<file path="config.mk">
export PLATFORM = sky130hd
export DESIGN_NAME = clock_divider_bank
export DESIGN_NICKNAME = d
export VERILOG_FILES = /design/src/rtl/clock_divider_bank.sv
export SDC_FILE = /design/constraint.sdc
export NUM_CORES = 1
export LEC_CHECK = 0
export CAP_MARGIN = 10
export CORE_MARGIN = 2
export CORE_UTILIZATION = 30
export DETAILED_ROUTE_END_ITERATION = 10
export PLACE_DENSITY_LB_ADDON = 0.3
export SKIP_LAST_GASP = 1
export SYNTH_ARGS = -nofsm -noshare
export SYNTH_HDL_FRONTEND = slang
export SYNTH_SLANG_ARGS = --single-unit
</file>
<file path="constraint.sdc">
create_clock -name clk -period 4.47 [get_ports clk]
set_input_delay 1.341 -clock clk [delete_from_list [all_inputs] [get_ports clk]]
set_output_delay 1.341 -clock clk [all_outputs]
set_load 0.01 [all_outputs]
</file>
<file path="src/rtl/clock_divider_bank.sv">
// clock_divider_bank: bank of independent 50%-duty clock dividers driven from
// one source clock, with glitch-free ratio updates, graceful stop and a
// global phase-align strobe.
module clock_divider_bank #(
    parameter int unsigned CHANNELS    = 4,
    parameter int unsigned CNT_W       = 8,
    parameter int unsigned DEFAULT_DIV = 1,
    localparam int unsigned CH_W       = (CHANNELS > 1) ? $clog2(CHANNELS) : 1
) (
    input  logic                clk,
    input  logic                rst,
    input  logic [CHANNELS-1:0] en,
    input  logic                sync,
    input  logic                cfg_valid,
    input  logic [CH_W-1:0]     cfg_ch,
    input  logic [CNT_W-1:0]    cfg_div,
    output logic                cfg_ready,
    output logic [CHANNELS-1:0] out_clk,
    output logic [CHANNELS-1:0] tick,
    output logic [CHANNELS-1:0] cfg_pending
);

    typedef enum logic [1:0] {
        ST_IDLE,
        ST_RUN,
        ST_STOPPING
    } ch_state_t;

    logic             ch_in_range;
    logic             cfg_accept;
    logic [CNT_W-1:0] cfg_div_eff;

    assign ch_in_range = (32'(cfg_ch) < CHANNELS);
    assign cfg_accept  = cfg_valid && cfg_ready;
    // A half-period of zero is meaningless; treat it as the fastest ratio.
    assign cfg_div_eff = (cfg_div == '0) ? CNT_W'(1) : cfg_div;

    // Ready unless the target channel already holds a staged ratio (or does not exist).
    always_comb begin
        cfg_ready = 1'b0;
        if (rst && ch_in_range) begin
            cfg_ready = ~cfg_pending[cfg_ch];
        end
    end

    for (genvar g = 0; g < CHANNELS; g++) begin : g_ch
        ch_state_t        state_q;
        logic [CNT_W-1:0] div_q;
        logic [CNT_W-1:0] cnt_q;
        logic [CNT_W-1:0] staged_q;
        logic [CNT_W-1:0] div_m1;
        logic             out_q;
        logic             tick_q;
        logic             pend_q;
        logic             hit;
        logic             wrap;

        assign div_m1 = div_q - CNT_W'(1);
        assign hit    = cfg_accept && (cfg_ch == CH_W'(g));
        assign wrap   = (cnt_q == div_m1);

        assign out_clk[g]     = out_q;
        assign tick[g]        = tick_q;
        assign cfg_pending[g] = pend_q;

        // Per-channel divider state machine: counting, staging, stop and sync handling.
        always_ff @(posedge clk or negedge rst) begin
            if (!rst) begin
                state_q  <= ST_IDLE;
                div_q    <= CNT_W'(DEFAULT_DIV);
                staged_q <= CNT_W'(DEFAULT_DIV);
                cnt_q    <= '0;
                out_q    <= 1'b0;
                tick_q   <= 1'b0;
                pend_q   <= 1'b0;
            end else begin
                tick_q <= 1'b0;
                if (sync && state_q != ST_IDLE) begin
                    // Phase-align: restart the low phase, take the newest ratio at once.
                    cnt_q  <= '0;
                    out_q  <= 1'b0;
                    pend_q <= 1'b0;
                    if (hit) begin
                        div_q <= cfg_div_eff;
                    end else if (pend_q) begin
                        div_q <= staged_q;
                    end
                    state_q <= (state_q == ST_STOPPING) ? ST_IDLE : ST_RUN;
                end else if (state_q == ST_IDLE) begin
                    cnt_q <= '0;
                    out_q <= 1'b0;
                    if (hit) begin
                        div_q <= cfg_div_eff;
                    end
                    if (en[g]) begin
                        state_q <= ST_RUN;
                    end
                end else if (state_q == ST_RUN && !en[g] && !out_q) begin
                    // Disabled during the low phase: stop now, keep any ratio for the restart.
                    state_q <= ST_IDLE;
                    cnt_q   <= '0;
                    pend_q  <= 1'b0;
                    if (hit) begin
                        div_q <= cfg_div_eff;
                    end else if (pend_q) begin
                        div_q <= staged_q;
                    end
                end else if (wrap) begin
                    cnt_q  <= '0;
                    out_q  <= ~out_q;
                    tick_q <= ~out_q;
                    if (out_q) begin
                        // Falling edge is the period boundary: a ratio arriving now is
                        // applied directly since the new period starts cleanly.
                        pend_q <= 1'b0;
                        if (hit) begin
                            div_q <= cfg_div_eff;
                        end else if (pend_q) begin
                            div_q <= staged_q;
                        end
                        state_q <= en[g] ? ST_RUN : ST_IDLE;
                    end else if (hit) begin
                        pend_q   <= 1'b1;
                        staged_q <= cfg_div_eff;
                    end
                end else begin
                    cnt_q   <= cnt_q + CNT_W'(1);
                    state_q <= en[g] ? ST_RUN : ST_STOPPING;
                    if (hit) begin
                        pend_q   <= 1'b1;
                        staged_q <= cfg_div_eff;
                    end
                end
            end
        end
    end

endmodule

</file>
==> flow_summary.ini <==
[flow_run]
maxCapViolCount = 0

[clocking]
cts_max_level = 4
cts_setup_buffers = 0
cts-root-buf = clkbuf_16
ctsLongestPathBuffers = 2
path_clk_slew_ns = 0.05
numCtsBuffers = 17
cts_tree = yes
clkLatencyLatePin_ns = 0.42
cts_sinks = 116

[cells_and_area]
antennaDiodeCount = 0
drive_gt1_frac = 0.159
syn2layout_area_growth_pct = 17.1
postLayoutCellArea_um2 = 7630
nets = 675
fin_cells = 937

[power_and_ir_drop]
total_power_mw = 3.84
p_per_area_nw_per_um2 = 503
p_leak_nw = 3.20
ir_drop_mv = 0.165

[timing]
fin_skew_ns = 0.00814
setup_viol = 0
worst_pin_slew_ns = 1.09
period_share = 0.960
worst_slack_ns = 0.181
period_minus_slack_ns = 4.29
slew_viol_final = 0
hold_viol = 0
maxSlewHeadroom = 0.268
grt_setup_unrepaired = false
max_clock_freq_mhz = 233

[drt]
ant_nets = 0
drc = 0
drtIter0Drc = 336
drt-total-wl_um = 15100
via_per_inst = 5.17
dr.pass1.iters = 6
vias = 4845
wl_per_cell_um = 16.1

[placed_design]
io_buffers = 30
place_inst = 905
dpl_cell_area_um2 = 7030
place_ws_ns = -0.121
gp_congestion = 0.755
dp_hpwl_um = 10800

[floorplanning]
num_rows = 53
die_h_um = 151
start_util = 0.308
ios = 31
die_x_um = 151
fp.coreArea_um2 = 21200
die-area_um2 = 22900

[yosys]
yosys_most_used_dff = dfrtp_1
synth_top_cell_by_area = dfrtp_1
async_flop_share = 1.00
synth_top_area_frac = 0.415
synth_fp_nets = 652
syn_area_per_cell_um2 = 10.4
yosysWarnings = 0
synthTopCellsByArea = dfrtp_1, mux2_2, xor2_1
synth_edf_count = 0
ys_types = 81
synth.cell_area_um2 = 6510
ys_ff_latch = 116
yosysSeqAreaShare = 0.447
synthCells = 626

[global_routing]
grt_pass1_vias = 4933
overflow = 0
grt_pass1_wl_um = 24800
antenna_found_initial = 0
grtUsageTotal = 0.140
grt_max_degree = 66

[setup_path]
worstSetupPathType = in -> out
worstPathRequired_ns = 3.13
crit_fanout = 2
end_kind = primary output
arrival_ns = 2.95
timing.rr.start = g_ch[3].div_q[0]
reg2reg_depth = 9
critPathCapture = cfg_ready
r2r-end = g_ch[3].staged_q[3]
reg2reg_slack_ns = 1.56
critPathLaunch = cfg_ch[1]
startpoint_type = input port

[hold_path]
hp-class = reg -> reg

[status]
status = finished, final reports clean
-- worst min path at each step --
stage                              startpoint             endpoint  slack (ns)  cells after the start
final                     g_ch[2].staged_q[4]  g_ch[2].staged_q[4]        0.50                      1
after global routing      g_ch[2].staged_q[1]  g_ch[2].staged_q[1]        0.50                      1
after CTS                 g_ch[2].staged_q[1]  g_ch[2].staged_q[1]        0.50                      1
after detailed placement  g_ch[2].staged_q[1]  g_ch[2].staged_q[1]        0.49                      1
after global placement    g_ch[2].staged_q[7]  g_ch[2].staged_q[7]        0.48                      1
after floorplan           g_ch[2].staged_q[1]  g_ch[2].staged_q[1]        0.47                      1
-- cell families (layout without fill, tap and decap cells) --
logic type,count (synthesis),count (layout),synth area share
muxes,35,35,0.0669
adders and majority gates,8,8,0.0154
and+or+nand+nor,209,209,0.183
AOI/OAI and AO/OA,141,141,0.165
xor gates and xnor gates,59,59,0.0793
DFF,116,116,0.447
buffers and inverters,58,94,0.0423
-- repair_timing --
action	CTS	global route
setup endpoints to repair	1	0
hold buffers	0	0
endpoints found under the hold margin	0	0
gates resized for setup	2	0
-- flip-flops by register name, indices dropped and copies added, names as in the netlist --
register       cells
g_ch.cnt_q        32
g_ch.div_q        32
g_ch.out_q         4
g_ch.pend_q        4
g_ch.staged_q     32
g_ch.state_q       8
g_ch.tick_q        4
-- metal layers --
metal | GRT usage | part of all wire | vias up
li1 | - | - | 2318
met1 | 0.180 | 0.47 | 2430
met2 | 0.223 | 0.48 | 78
met3 | 0.0364 | 0.035 | 19
met4 | 0.0603 | 0.019 | 0
met5 | 0 | 0 | -
-- cell usage in the layout, fill, tap and decap left out, types with 4 or more instances in the layout --
| cell type | count |
|---|---|
| o22a_1 | 17 |
| ha_1 | 8 |
| clkbuf_8 | 6 |
| mux2_4 | 8 |
| clkdlybuf4s50_1 | 28 |
| a2bb2oi_1 | 26 |
| buf_4 | 9 |
| nand2b_1 | 4 |
| mux2_2 | 26 |
| a21oi_1 | 15 |
| xor2_1 | 32 |
| nand3b_1 | 19 |
| dfstp_2 | 8 |
| and3_1 | 14 |
| nand3_1 | 23 |
| o31ai_1 | 4 |
| or3_1 | 13 |
| o21ai_0 | 35 |
| nor2_1 | 53 |
| nor3_1 | 13 |
| xnor2_1 | 27 |
| inv_1 | 24 |
| or2_2 | 5 |
| clkbuf_16 | 17 |
| nor2b_1 | 6 |
| dfrtp_1 | 108 |
| clkbuf_1 | 5 |
| a21o_1 | 5 |
| nand2_1 | 20 |
| nor4_1 | 6 |
-- stage by stage --
| step | hold slack [ns] | TNS [ns] | utilization |
|---|---|---|---|
| 2_1_floorplan | 0.470 | 0 | - |
| 3_3_place_gp | 0.480 | -0.137 | 0.332 |
| 3_5_place_dp | 0.486 | -0.121 | 0.332 |
| 4_1_cts | 0.498 | 0 | 0.361 |
| 5_1_grt | 0.503 | 0 | 0.361 |
| 6_report | 0.497 | 0 | 0.361 |
-- where the power goes --
part,internal [mW],total (mW),switching [mW]
Sequential,1.27,1.48,0.212
Combinational,0.502,0.986,0.484
Clock,0.908,1.37,0.466
Total,2.68,3.84,1.16
-- synth_stat cells (4+ instances only) --
library cell  count
xnor2_1          27
a21oi_1          15
and3_1           14
nand3b_1         19
o21ai_0          35
inv_1            24
nor3_1           13
nor2_1           54
mux2_4            8
nand3_1          23
nor4_1            6
mux2_2           26
clkbuf_1         12
a2bb2oi_1        26
or2_2             5
o22a_1           17
buf_4            12
ha_1              8
buf_2             4
nand2_1          20
nor2b_1           6
dfstp_2           8
buf_1             5
nand2b_1          4
xor2_1           32
a21o_1            5
or3_1            13
dfrtp_1         108
o31ai_1           4
-- cell type report --
type,count,area (µm²)
inverters,24,90.1
repair buffers,38,357
fillers,2050,13500
multi-input cells,452,3330
well taps,275,344
clock buffers,28,527
flip-flops and latches,116,2910
clock inverters,4,70.1
-- worst max-delay path, cell delays in order --
cell and delay [ns]:
clkdlybuf4s50_1 0.56, mux4_2 0.33, nor2_2 0.15, clkdlybuf4s50_1 0.56
Power figures use the tool's default switching activity.
